**src/rtl/i_ddr_bus.sv**
```systemverilog
// Purpose: multi-channel DDR input register; pairs rise/fall samples per channel, with phase slip and fill-based valid.
// Latency: rising-edge sample to Q in 1 posedge (PIPE=0) or 2 posedges (PIPE=1).
// Backpressure: none; E=0 freezes the pair register while capture, fill counter and slip keep running.
module i_ddr_bus #(
    parameter int WIDTH = 4,
    parameter int PIPE  = 0
) (
    input  logic               C,
    input  logic               R,
    input  logic [WIDTH-1:0]   D,
    input  logic               E,
    input  logic               SLIP,
    output logic [2*WIDTH-1:0] Q,
    output logic               VLD,
    output logic               PHASE
);

    logic [WIDTH-1:0]   pos;
    logic [WIDTH-1:0]   neg;
    logic [WIDTH-1:0]   neg_d;
    logic [1:0]         cnt;
    logic [2*WIDTH-1:0] q1;
    logic [2*WIDTH-1:0] pair;
    logic               v1;
    logic               slip_acc;

    // A slip is honoured only once the capture pipeline has refilled since the last reset or slip
    assign slip_acc = SLIP && (cnt == 2'd2);

    // Interleave samples per channel; the odd bit always carries the earlier sample
    always_comb begin
        pair = '0;
        for (int i = 0; i < WIDTH; i++) begin
            if (PHASE) begin
                pair[2*i+1] = neg_d[i];
                pair[2*i]   = pos[i];
            end else begin
                pair[2*i+1] = pos[i];
                pair[2*i]   = neg[i];
            end
        end
    end

    // Falling-edge capture
    always_ff @(negedge C or negedge R) begin
        if (!R) begin
            neg <= '0;
        end else begin
            neg <= D;
        end
    end

    // Rising-edge capture, fill counter, phase control and pair register
    always_ff @(posedge C or negedge R) begin
        if (!R) begin
            pos   <= '0;
            neg_d <= '0;
            cnt   <= 2'd0;
            PHASE <= 1'b0;
            q1    <= '0;
            v1    <= 1'b0;
        end else begin
            pos   <= D;
            neg_d <= neg;
            if (slip_acc) begin
                cnt   <= 2'd0;
                PHASE <= ~PHASE;
            end else if (cnt != 2'd2) begin
                cnt <= cnt + 2'd1;
            end
            // The pair loaded at a slip still uses the old phase; valid is dropped regardless of E
            if (E) begin
                q1 <= pair;
            end
            if (slip_acc) begin
                v1 <= 1'b0;
            end else if (E) begin
                v1 <= (cnt == 2'd2);
            end
        end
    end

    generate
        if (PIPE != 0) begin : g_pipe
            // Unconditional output retiming stage
            always_ff @(posedge C or negedge R) begin
                if (!R) begin
                    Q   <= '0;
                    VLD <= 1'b0;
                end else begin
                    Q   <= q1;
                    VLD <= v1;
                end
            end
        end else begin : g_nopipe
            assign Q   = q1;
            assign VLD = v1;
        end
    endgenerate

endmodule

```
**config.mk**
```make
export PLATFORM = sky130hd
export DESIGN_NAME = i_ddr_bus
export DESIGN_NICKNAME = d
export VERILOG_FILES = /design/src/rtl/i_ddr_bus.sv
export SDC_FILE = /design/constraint.sdc
export NUM_CORES = 1
export LEC_CHECK = 0
export CORE_ASPECT_RATIO = 1.1
export CORE_MARGIN = 10
export CORE_UTILIZATION = 25
export CTS_CLUSTER_DIAMETER = 60
export CTS_CLUSTER_SIZE = 28
export DETAILED_ROUTE_END_ITERATION = 10
export SYNTH_ARGS = -nofsm -noshare
export SYNTH_HDL_FRONTEND = slang
export SYNTH_SLANG_ARGS = --single-unit
```
**constraint.sdc**
```tcl
create_clock -name C -period 1 [get_ports C]
set_input_delay 0.3 -clock C [delete_from_list [all_inputs] [get_ports C]]
set_output_delay 0.3 -clock C [all_outputs]
set_load 0.1 [all_outputs]
```
==> impl_metrics.yaml <==
status:
  status: "finished, violations left"
  failed_checks: "setup timing"
logic_synthesis:
  synth_warnings: 0
  ys_seq_area_frac: 0.717
  synth-seq-cells: 24
  syn_nets: 67
  synth.distinct_cells: 13
  syn_avg_cell_area_um2: 14.2
  netlist_area_um2: 837
  syn_inst: 59
timing:
  setup_viol: 20
  period_share: 1.28
  fmax_mhz: 779
  worst_slack_ps: -284
  fin_skew_ps: 7.93
  setup_tns_ps: -3560
  slew_headroom: 0.911
  hold_viol_final: 0
  rsz0062_at_grt: "true"
  layout_min_cycle_time_ps: 1280
  tightest_slew_ps: 129
  hold_ws_ps: 231
  slew_viol_final: 0
global_route:
  gr-total-overflow: 0
  grt_pass1_vias: 613
  antenna_found_initial: 0
  grt_util_all_layers: 0.0560
  grt_pass1_wl_mm: 2.71
  grt_max_degree: 13
clocking:
  cts.path.max_buffers: 2
  cts_max_level: 1
  numCtsBuffers: 3
  clock_latency_ps: 300
  clk_pin_slew_ps: 120
  cts.sinks: 24
  cts-hold-fix-buffers: 0
  clock-root-buffer: "clkbuf_4"
  cts_tree: "done"
cells_and_area:
  regArea_um2: 616
  finalNonFillerCells: 121
  drive_gt1_frac: 0.414
  nets: 97
  design_area_mm2: 0.00127
  final_cell_mix: "buf_12 (13), nor2_1 (10), dfrtp_1 (10), dfrtp_2 (9)"
  n_fill_cell: 300
  antenna_cells: 0
  areaGrowthSynthToFinish_pct: 52.2
  multi_input_area_um2: 208
  layout_commonest_cell: "buf_12"
route:
  wl_per_cell_um: 12.5
  drt_wl_total_mm: 1.51
  drtIter0Drc: 25
  viasPerCell: 4.30
  dr_total_vias: 520
  first_pass_iters: 3
  wl_met2_um: 841
  drc_errors: 0
  maxUsedRoutingLayer: "met3"
  ant_nets: 0
  wirelength_met1_um: 607
  wl_met3_um: 61
critical_path:
  crit_slowest_cell: "dfrtp_4"
  required_ps: 700
  crit_chain: "buf_12"
  path_buf_inv: 1
  startpoint_type: "flip-flop"
  worstPathArrival_ps: 980
  crit_family: "flip-flops"
  cp_slowest_stage_delay_ps: 510
  critPathKind: "reg -> out"
  cp_max_fo: 2
  crit_path_end_kind: "output pin"
place:
  post_dp_cell_area_mm2: 0.00123
  dp_hpwl_mm: 1.26
  port_buffers: 17
  gp_congestion: 0.711
  dp.cells: 115
floorplan:
  die_x_um: 75.2
  ios: 18
  row_count: 21
  die_h_um: 80.7
  die-area_mm2: 0.00607
  start_util: 0.268
  coreArea_mm2: 0.00313
pwr:
  power_density_mw_per_mm2: 2990
  peakVddDrop_v: 0.000878
  leakage_nw: 0.577
worst_hold_path:
  hold_class: "in -> reg"
job:
  maxCapViolations: 0
[cell families after synthesis]
group                     count (synthesis)  synth area share
xor gates and xnor gates                  1            0.0105
buffers and inverters                     3            0.0359
muxes                                     8            0.0957
and+or+nand+nor                          13            0.0718
DFF                                      24             0.717
AOI/OAI and AO/OA                        10            0.0688
[registers in the layout (all words and copies together) (netlist names)]
name and count:
cnt 2, PHASE 1, Q 8, neg 4
VLD 1, pos 4, neg_d 4
[layout make-up]
class,instances,area share
clock buffer,3,0.0177
tap,34,0.0334
timing repair buffer,28,0.303
sequential,24,0.483
multi-input combinational,32,0.163
[path summary, 6_finish.rpt]
kind,startpoint,end,slack (ps),depth (start not counted)
min in group asynchronous,R,pos[1],290,2
setup / recovery,PHASE,PHASE,-280,1
hold / removal,D[2],pos[2],230,1
setup reg to reg,neg[3],Q[6],-170,2
max in group asynchronous,R,neg[0],170,2
hold reg to reg,cnt[0],cnt[0],470,1
[report_power, final]
part           switching [mW]  internal, mW  leakage [nW]
sequential              0.175          1.19         0.268
clock                   0.261         0.140        0.0138
combinational            1.19         0.860         0.295
[Yosys cell counts]
master    number  share of area
xor2_1         1          0.010
and3b_1        1          0.010
o21ai_0        1         0.0060
a21oi_1        8          0.048
mux2i_1        8          0.096
dfrtn_1        4           0.12
buf_6          2          0.027
dfrtp_1       20           0.60
a211oi_2       1          0.015
nor2_1        10          0.045
or2b_1         1         0.0090
buf_4          1         0.0090
nand2b_1       1         0.0075
[per-stage QoR]
stage                     power [mW]  worst slack [ps]   util
after global routing            3.99              -310  0.407
after CTS                       3.85              -291  0.407
after global placement          3.40              -381  0.394
after detailed placement        3.43              -399  0.394
after floorplan                 2.57              -150      -
final                           3.81              -284  0.407
[metal layers]
metal,track usage,vias to the layer above
met5,0,-
li1,-,255
met4,0.0112,0
met2,0.108,7
met3,0.0172,0
met1,0.0566,258
[what timing repair did]
action | in CTS | in global routing
gates resized for setup | 4 | 1
buffers inserted | 3 | 0
pin swaps | 1 | 0
setup endpoints to repair | 22 | 21
No activity file was read; power rests on OpenSTA's default activity.
